===== src/rtl/imem_boot_loader.sv =====
// Boot loader: assembles a big-endian byte stream into 32-bit words, writes them
// to sequential instruction-memory addresses and releases the CPU once the XOR checksum matches.
//
// state  | meaning
// HDR_HI | waiting for word-count high byte
// HDR_LO | waiting for word-count low byte
// DATA   | assembling payload words, one write per 4 bytes
// CHECK  | waiting for checksum byte
// DONE   | image verified, CPU released (terminal)
// ERROR  | oversize count or checksum mismatch (terminal)
module imem_boot_loader #(
  parameter int ADDR_WIDTH = 8,
  parameter int MAX_WORDS  = 256
) (
  input  logic                  clk,
  input  logic                  reset,
  input  logic [7:0]            byte_in,
  input  logic                  byte_valid,
  output logic                  byte_ready,
  output logic                  imem_we,
  output logic [ADDR_WIDTH-1:0] imem_addr,
  output logic [31:0]           imem_wdata,
  output logic                  cpu_run,
  output logic                  load_error,
  output logic [ADDR_WIDTH:0]   words_loaded
);

  typedef enum logic [2:0] {HDR_HI, HDR_LO, DATA, CHECK, DONE, ERROR} state_t;

  localparam logic [15:0]           MAX_N    = 16'(MAX_WORDS);
  localparam logic [ADDR_WIDTH-1:0] ADDR_ONE = ADDR_WIDTH'(1);
  localparam logic [ADDR_WIDTH:0]   WL_ONE   = (ADDR_WIDTH + 1)'(1);

  state_t      state, state_nxt;
  logic [7:0]  count_hi;
  logic [15:0] count_n;
  logic [15:0] words_rem;
  logic [1:0]  byte_cnt;
  logic [23:0] asm_reg;
  logic [7:0]  csum;
  logic        accept;

  assign count_n    = {count_hi, byte_in};
  assign accept     = byte_valid && byte_ready;
  assign cpu_run    = (state == DONE);
  assign load_error = (state == ERROR);

  // Next state uses byte_valid directly: byte_ready is always 1 in the states that advance.
  always_comb begin
    state_nxt  = state;
    byte_ready = 1'b1;
    case (state)
      HDR_HI: if (byte_valid) state_nxt = HDR_LO;
      HDR_LO: begin
        if (byte_valid) begin
          if (count_n > MAX_N)       state_nxt = ERROR;
          else if (count_n == 16'd0) state_nxt = CHECK;
          else                       state_nxt = DATA;
        end
      end
      DATA: begin
        if (byte_valid && byte_cnt == 2'd3 && words_rem == 16'd1) state_nxt = CHECK;
      end
      CHECK: begin
        if (byte_valid) state_nxt = (byte_in == csum) ? DONE : ERROR;
      end
      DONE, ERROR: byte_ready = 1'b0;
      default: state_nxt = HDR_HI;
    endcase
  end

  always_ff @(posedge clk) begin
    if (reset) begin
      state        <= HDR_HI;
      count_hi     <= '0;
      words_rem    <= '0;
      byte_cnt     <= '0;
      asm_reg      <= '0;
      csum         <= '0;
      imem_we      <= 1'b0;
      imem_addr    <= '0;
      imem_wdata   <= '0;
      words_loaded <= '0;
    end else begin
      state   <= state_nxt;
      imem_we <= 1'b0;
      if (imem_we) imem_addr <= imem_addr + ADDR_ONE;
      if (accept) begin
        csum <= csum ^ byte_in;
        case (state)
          HDR_HI: count_hi  <= byte_in;
          HDR_LO: words_rem <= count_n;
          DATA: begin
            byte_cnt <= byte_cnt + 2'd1;
            if (byte_cnt == 2'd3) begin
              imem_wdata   <= {asm_reg, byte_in};
              imem_we      <= 1'b1;
              words_loaded <= words_loaded + WL_ONE;
              words_rem    <= words_rem - 16'd1;
            end else begin
              asm_reg <= {asm_reg[15:0], byte_in};
            end
          end
          default: ;
        endcase
      end
    end
  end

endmodule


===== config.mk =====
export PLATFORM = sky130hd
export DESIGN_NAME = imem_boot_loader
export DESIGN_NICKNAME = d
export VERILOG_FILES = /design/src/rtl/imem_boot_loader.sv
export SDC_FILE = /design/constraint.sdc
export NUM_CORES = 1
export LEC_CHECK = 0
export BUFFER_PORTS_ARGS = -buffer_cell sky130_fd_sc_hd__buf_2
export CORE_UTILIZATION = 30
export CTS_CLUSTER_SIZE = 20
export DETAILED_ROUTE_END_ITERATION = 10
export HOLD_SLACK_MARGIN = 0.15
export PLACE_DENSITY = 0.59
export SYNTH_ARGS = -nofsm -noshare
export SYNTH_HDL_FRONTEND = slang
export SYNTH_SLANG_ARGS = --single-unit

===== constraint.sdc =====
create_clock -name clk -period 2.1 [get_ports clk]
set_input_delay 0.105 -clock clk [delete_from_list [all_inputs] [get_ports clk]]
set_output_delay 0.105 -clock clk [all_outputs]
set_load 0.01 [all_outputs]

After elaboration in Yosys (flattened, before gate mapping)
Index checks and enable logic that the tools add are counted.
- register bits after elaboration: 111
- output and inout port bits: 53
- equal/unequal tests: 13
- muxes and demuxes: 12
- reduce and logical (&&, ||, !) cells: 14
- bitwise operators: 5
- add/sub/neg operators: 4
- order comparisons: 1
- operators by type and width (kind ; count):
    one-hot mux 16 bit (2 select lines) ; 1
    == test 16 x 1 -> 1 bit, second input constant ; 1
    > comparator 16 x 9 -> 1 bit, second input constant ; 1
    zero test 16 bit ; 1
    two-way mux 16 bit ; 1
    subtractor 16 x 1 -> 16 bit, second input constant ; 1
    two-way mux 3 bit ; 5
    one-hot mux 3 bit (5 select lines) ; 1
    inequality test 2 bit, second input constant ; 5
    adder 9 x 1 -> 9 bit, second input constant ; 1
    AND reduction 3 bit ; 3
    adder 8 x 1 -> 8 bit, second input constant ; 1
    == test 8 bit ; 1
    XOR 8 bit ; 1
    == test 3 x 2 -> 1 bit, second input constant ; 2
    == test 3 bit, second input constant ; 2
    AND reduction 5 bit ; 1
    two-way mux 1 bit ; 4
    inverter 1 bit ; 4
    AND reduction 2 bit ; 2
    == test 3 x 1 -> 1 bit, second input constant ; 1
    logical AND 1 bit ; 3
    zero test 3 bit ; 1
    OR reduction 3 bit ; 1
    other kinds (4) ; 4

Longest topological paths before layout
Gate-level depths: netlist (run 1).
- depth in word-level cells: 6
- mapped depth: 7
- gate-level depth less buffers: 7

Worst setup path after synthesis (run 1)
OpenSTA, ideal clock, no wires.
- path type: reg2reg
- from: register words_rem[0]
- to: register words_rem[12]
- setup time: 0.132 ns
- arrival: 1.654 ns
- setup slack: 0.314 ns
- clock period less this slack: 1.786 ns
- cell stages (with the launch flop): 8
- buffers on the path: 0
- cell sequence: dfxtp_1 -> inv_1 -> ha_1 -> nor3b_2 -> nand3_2 -> o311a_2 -> a211oi_1 -> a21oi_1
- longest elaborated chain between the ends: 3
- ends and longest elaborated chain (item ; RTL line ; source):
    start: declaration ; 37 ; logic [15:0] words_rem;
    start signal: assignment ; 92 ; HDR_LO: words_rem <= count_n;
    start signal: assignment ; 99 ; words_rem <= words_rem - 16'd1;
    subtractor 16 x 1 -> 16 bit ; 99 ;
    two-way mux 16 bit ; 95 ; if (byte_cnt == 2'd3) begin
    one-hot mux 16 bit (2 select lines) ; 90 ; case (state)
No other way between the ends. The select of a mux whose other input is x is not followed.
A chain may end at the register's enable or synchronous reset.

Final worst setup path (run 1)
- from: register state[0]
- to: register words_rem[4]
- longest elaborated chain between the ends: 5
- elaborated cells between the ends (all ways): 11
- those cells by class: 5 x eq/ne; 2 x mux; 4 x reduce/logical
- ends and longest elaborated chain (item ; RTL line ; source):
    start: declaration ; 34 ; state_t state, state_nxt;
    start signal: assignment ; 85 ; state <= state_nxt;
    == test 3 bit ; 52 ; case (state)
    OR reduction 2 bit ; 52 ;
    two-way mux 1 bit ; 52 ;
    logical AND 1 bit ; 44 ; assign accept = byte_valid && byte_ready;
    AND reduction 3 bit (no source line) ; - ;
Parallel ways exist; a longest one is shown, timed or not.

==> flow_metrics.tcl, run 1 <==
set metrics [dict create \
    final.setup.tns_ns 0 \
    wire_per_inst_um 13.8 \
    die-area_um2 16100 \
    num_rows 45 \
    synth.distinct_cells 50 \
    power_density_nw_per_um2 790 \
    antenna_left 0 \
    numPortBuffers 63 \
    h-tree-depth 3 \
    pin_count 64 \
    finalHoldViolations 0 \
    drc_errors 0 \
    grt_setup_unrepaired "false" \
    finish.utilization_pct 36.8 \
    largest_reg_flops 32 \
    finalPower_mw 4.42 \
    yosys.area.top_type_share_pct 47.4 \
    hp-start "byte_in[4]" \
    synth.mux.area_fraction_pct 0.214 \
    path_max_fanout 19 \
    synth_warnings 0 \
    dr.pass1.iters 5 \
    critPathArrivalTime_ns 2.08 \
    yosys.area_share.simple_pct 26.6 \
    synth.net_count 610 \
    worst_pin_slew_ns 0.546 \
    start_util_pct 30.8 \
    synth_top_area_cell "dfxtp_1" \
    skew_ns 0.0120 \
    grt_usage_pct 15.1 \
    vias 4186 \
    maxCapViolations 0 \
    status "finished clean" \
    nets 671 \
    die_h_um 127 \
    drive_gt1_share_pct 16.5 \
    drtIter0Drc 425 \
    grt_pass1_vias 3824 \
    synth_edf_count 0 \
    p_leak_nw 2.12 \
    wl_um 11700 \
    r2r_start "state[0]" \
    fin_crit_sh_pct 88.5 \
    grt_start_max_net_pins 113 \
    cts_root_buf "clkbuf_16" \
    fmaxAchievable_mhz 538 \
    die_x_um 127 \
    crit_start "state[0]" \
    cp_data_required_time_ns 2.32 \
    cp-end-kind "flop" \
    startpoint_type "flop" \
    yosysMostFrequentCell "nand2_1" \
    avgSynthCellArea_um2 7.89 \
    clk_pin_slew_worst_paths_ns 0.07 \
    via_per_inst 4.94 \
    grt-ovfl-total 0 \
    grt_antenna_before_repair 0 \
    dpl_cell_area_um2 5260 \
    synth_compound_area_share_pct 15.3 \
    synth-seq-cells 111 \
    synthArstFlopShare_pct 0 \
    min_period_ns 1.86 \
    cts_buffers 9 \
    synth_top_family_by_area "simple AND/OR/NAND/NOR gates" \
    core_um2 15200 \
    synth_area_leaders "dfxtp_1 (47%), nand2_1 (13%), a21oi_1 (9.2%), nor2_1 (3.8%), clkbuf_1 (2.8%)" \
    ys_seq_area_share_pct 47.4 \
    design_area_um2 5600 \
    final_max_slew_viol_count 0 \
    hp-class "input pin to flop" \
    synth_fa_ha_area_share_pct 1.33 \
    cts_tree "built" \
    synthFlopType "dfxtp_1" \
    syn_area_um2 4690 \
    gp_congestion 0.796 \
    yosys-top-cells-count "nand2_1 (167), dfxtp_1 (111), a21oi_1 (86)" \
    crit_type "flop to flop" \
    diodes 0 \
    postSynthCellCount 594 \
    setup_viol 0 \
    vdd_drop_max_mv 0.450 \
    synthXorXnorAreaFrac_pct 5.61 \
    area_growth_pct 19.4 \
    grt_pass1_wl_um 19300 \
    clock_path_buffers 2 \
    hpwl_um 7800 \
    slew_headroom_pct 63.6 \
    ctsResizeCount 0 \
    cts.sinks 111 \
    insertion_delay_ns 0.35 \
]
[placed cells by master, fill, tap and decap left out, types with 3 or more instances in the layout]
master,count
nand2b_1,3
a21oi_1,86
clkbuf_16,9
dfxtp_1,111
o21ai_1,4
o22ai_1,3
o21a_1,3
buf_2,62
xor2_1,15
buf_4,20
ha_1,5
dlygate4sd3_1,5
nor2b_1,3
a31oi_1,3
nand4_1,7
or4_1,6
a211oi_1,3
nor4_1,4
o21ai_0,12
or3_1,3
nor3_1,8
xnor2_1,15
nand3_1,6
nor2_1,46
inv_1,5
nand3b_1,3
nand2_1,167
[final cells by class]
class                      count  area (um2)
clock buffer                  10         229
clock inverter                 5        60.1
fill                        1597        9600
inverter                       5        18.8
multi-input combinational    440        2300
sequential                   111        2220
tap                          188         235
timing repair buffer          88         531
[stage by stage]
| step | setup slack, ns | std cells | hold slack, ns |
|---|---|---|---|
| 2_1_floorplan | 0.314 | 594 | 0.241 |
| 5_1_grt | 0.0351 | 847 | 0.177 |
| 3_5_place_dp | 0.269 | 827 | 0.445 |
| 4_1_cts | 0.256 | 847 | 0.167 |
| 3_3_place_gp | 0.298 | 827 | 0.441 |
| 6_report | 0.242 | 847 | 0.184 |
[critical path: stages (launching register included)]
cell,delay (ns)
dfxtp_1,0.44
or3b_2,0.56
buf_4,0.23
a22o_1,0.24
a22oi_1,0.19
nor2_1,0.06
[what timing repair did]
item | 4_1_cts | 5_1_grt
buffers inserted | 0 | 0
hold buffers | 5 | 0
hold endpoints to repair | 15 | 0
[power by group]
part	internal (mW)	leakage, nW	switching (mW)
clock	0.921	0.139	0.770
sequential	2.16	0.898	0.0692
combinational	0.203	1.08	0.301
[routing by layer]
layer	vias to the layer above	global-route usage, %	share of wire, %	wire, um
li1	2119	-	-	-
met1	1917	21.2	48	5680
met2	129	22.6	43	5090
met3	21	3.48	6.4	752
met4	0	5.25	1.7	195
met5	-	0	0	0
[logic make-up (layout without fill, tap and decap cells)]
group                    after synthesis  count (layout)
AO/OA/AOI/OAI                        129             129
XOR/XNOR                              30              30
adder cells (fa/ha/maj)                5               5
buffers and inverters                 43             108
flip-flops                           111             111
multiplexers                           1               1
AND/OR/NAND/NOR                      275             275
[path summary, 6_finish.rpt]
kind / endpoint / slack (ns) / cells past startpoint
hold reg to reg: imem_wdata[31] / 0.45 / 2
setup / recovery: words_rem[4] / 0.24 / 5
hold / removal: asm_reg[4] / 0.18 / 4
setup reg to reg: words_rem[4] / 0.24 / 5
Note: power is estimated with default switching activity, not from simulation.
==> run 2: changes to the inputs <==
--- a/config.mk
+++ b/config.mk
@@ -6,6 +6,7 @@
 export NUM_CORES = 1
 export LEC_CHECK = 0
 export BUFFER_PORTS_ARGS = -buffer_cell sky130_fd_sc_hd__buf_2
+export CORE_ASPECT_RATIO = 0.8
 export CORE_UTILIZATION = 30
 export CTS_CLUSTER_SIZE = 20
 export DETAILED_ROUTE_END_ITERATION = 10
==> run 2 against run 1 <==
  * Wire length is 0.84% higher
  * Maximum frequency is 0.66% lower
  * Die area hardly changed
  * Core utilization is 0.78 points higher
  * Global-route usage is 0.13 points higher
  * Combinational power is 5.8% higher
  * Clock skew is 0.0069 ns lower
  * Clock power hardly changed
  * Clock-buffer cell count is 2 higher
  * Via count is 0.79% lower
  * Cell area is 1.5% higher
  * Critical endpoint is now words_rem[15]
  * Highest routed layer unchanged
==> flow_metrics.tcl, run 2 (synthesized netlist as in run 1, its figures left out) <==
set metrics [dict create \
    crit_chain "or3_4 -> or3_4 -> or4_1 -> a31oi_1" \
    min_period_ns 1.87 \
    grt_pass1_vias 3839 \
    layout_commonest_cell "nand2_1" \
    hp-class "input pin to flop" \
    cts_buffers 9 \
    grt_usage_pct 15.2 \
    drtIter0Drc 311 \
    finalHoldViolations 0 \
    grt_antenna_before_repair 0 \
    antenna_left 0 \
    dr.pass1.iters 4 \
    num_rows 40 \
    cp_slowest_cell "or4_1" \
    vdd_drop_max_mv 0.386 \
    finish.utilization_pct 37.6 \
    worst_pin_slew_ns 0.557 \
    cp_data_required_time_ns 2.37 \
    wire_per_inst_um 13.4 \
    grt_pass1_wl_um 19400 \
    die_x_um 142 \
    vias 4153 \
    fin_crit_sh_pct 89.1 \
    critPathMaxStageDelay_ns 0.46 \
    largest_reg_flops 32 \
    grtUsageMet1_pct 22.3 \
    nets 680 \
    die-area_um2 16100 \
    r2r_start "words_rem[10]" \
    status "finished clean" \
    final.setup.tns_ns 0 \
    crit_type "flop to flop" \
    cp-end-kind "flop" \
    cts_setup_buffers 0 \
    via_per_inst 4.72 \
    pre_cts_ws_ns 0.256 \
    area_growth_pct 21.2 \
    drive_gt1_share_pct 17.3 \
    insertion_delay_ns 0.35 \
    most-common-layout-cells "nand2_1 (167), dfxtp_1 (111), a21oi_1 (86), buf_2 (62), nor2_1 (46)" \
    cts.sinks 111 \
    skew_ns 0.00512 \
    grt_start_max_net_pins 54 \
    clock_path_buffers 2 \
    met3_usage_pct 3.15 \
    pin_count 64 \
    setup_viol 0 \
    cp_common_cell "or3_4" \
    startpoint_type "flop" \
    r2r_slack_ns 0.23 \
    fin_ws_ns 0.230 \
    core_um2 15100 \
    die_h_um 114 \
    p_leak_nw 2.16 \
    final_max_slew_viol_count 0 \
    grt-ovfl-total 0 \
    use_met2_pct 22.3 \
    top_usage_layer "met1" \
    power_density_nw_per_um2 776 \
    hpwl_um 8000 \
    cts_root_buf "clkbuf_16" \
    wl_um 11800 \
    grt_setup_unrepaired "false" \
    critPathArrivalTime_ns 2.14 \
    slew_headroom_pct 62.9 \
    maxCapViolations 0 \
    path_max_fanout 6 \
    start_util_pct 31.0 \
    diodes 0 \
    hp-start "byte_in[5]" \
    clk_pin_slew_worst_paths_ns 0.07 \
    drc_errors 0 \
    h-tree-depth 3 \
    cts_tree "built" \
    numPortBuffers 63 \
    crit_start "words_rem[10]" \
    fmaxAchievable_mhz 535 \
    gp_congestion 0.799 \
]
-- run 2: cell types whose count changed in the layout (fill, tap and decap cells not counted), sizes merged --
cell,change
inv,+2
buf,+6
clkinvlp,-1
bufinv,-1
dlygate4sd3,+3
clkinv,-1
clkbuf,+2
-- run 2: cell type report --
type | instances | area, um2
Inverter | 5 | 18.8
Tap cell | 210 | 263
Timing Repair Buffer | 97 | 593
Multi-Input combinational cell | 440 | 2300
Sequential cell | 111 | 2220
Clock inverter | 4 | 27.5
Clock buffer | 12 | 256
Fill cell | 1642 | 9430
-- run 2: where the power goes --
group | switching (mW) | internal [mW] | total, mW
logic | 0.314 | 0.219 | 0.533
registers | 0.0607 | 2.16 | 2.22
clock network | 0.781 | 0.876 | 1.66
total | 1.16 | 3.25 | 4.41
-- run 2: layer usage --
| layer | vias to the layer above | wire [um] |
|---|---|---|
| li1 | 2133 | - |
| met1 | 1925 | 6280 |
| met2 | 81 | 4900 |
| met3 | 14 | 478 |
| met4 | 0 | 149 |
| met5 | - | 0 |
-- run 2: through the flow --
step / std cells / cell area [um2] / power (mW) / hold slack, ns
detailed placement: 855 / 5320 / 2.78 / 0.443
global route: 879 / 5680 / 4.61 / 0.181
global placement: 855 / 5320 / 2.79 / 0.441
floorplan: 594 / 4690 / 2.61 / 0.241
finish: 879 / 5680 / 4.41 / 0.185
CTS: 879 / 5680 / 4.45 / 0.176
-- run 2: path summary, 6_finish.rpt --
path / end / cells past startpoint
worst max register to register: words_rem[15] / 4
worst min register to register: imem_wdata[28] / 2
worst min-delay path: count_hi[5] / 4
worst max-delay path: words_rem[15] / 4
-- run 2: repair_timing --
action,in CTS,in global routing
resized for setup,0,0
hold endpoints to repair,39,0
hold buffers,8,0
-- run 2: critical path: cells and delay by family (launching register included) --
family          cells  cell delay (ns)
compound gates      1             0.19
flops               1             0.36
simple gates        3             1.24
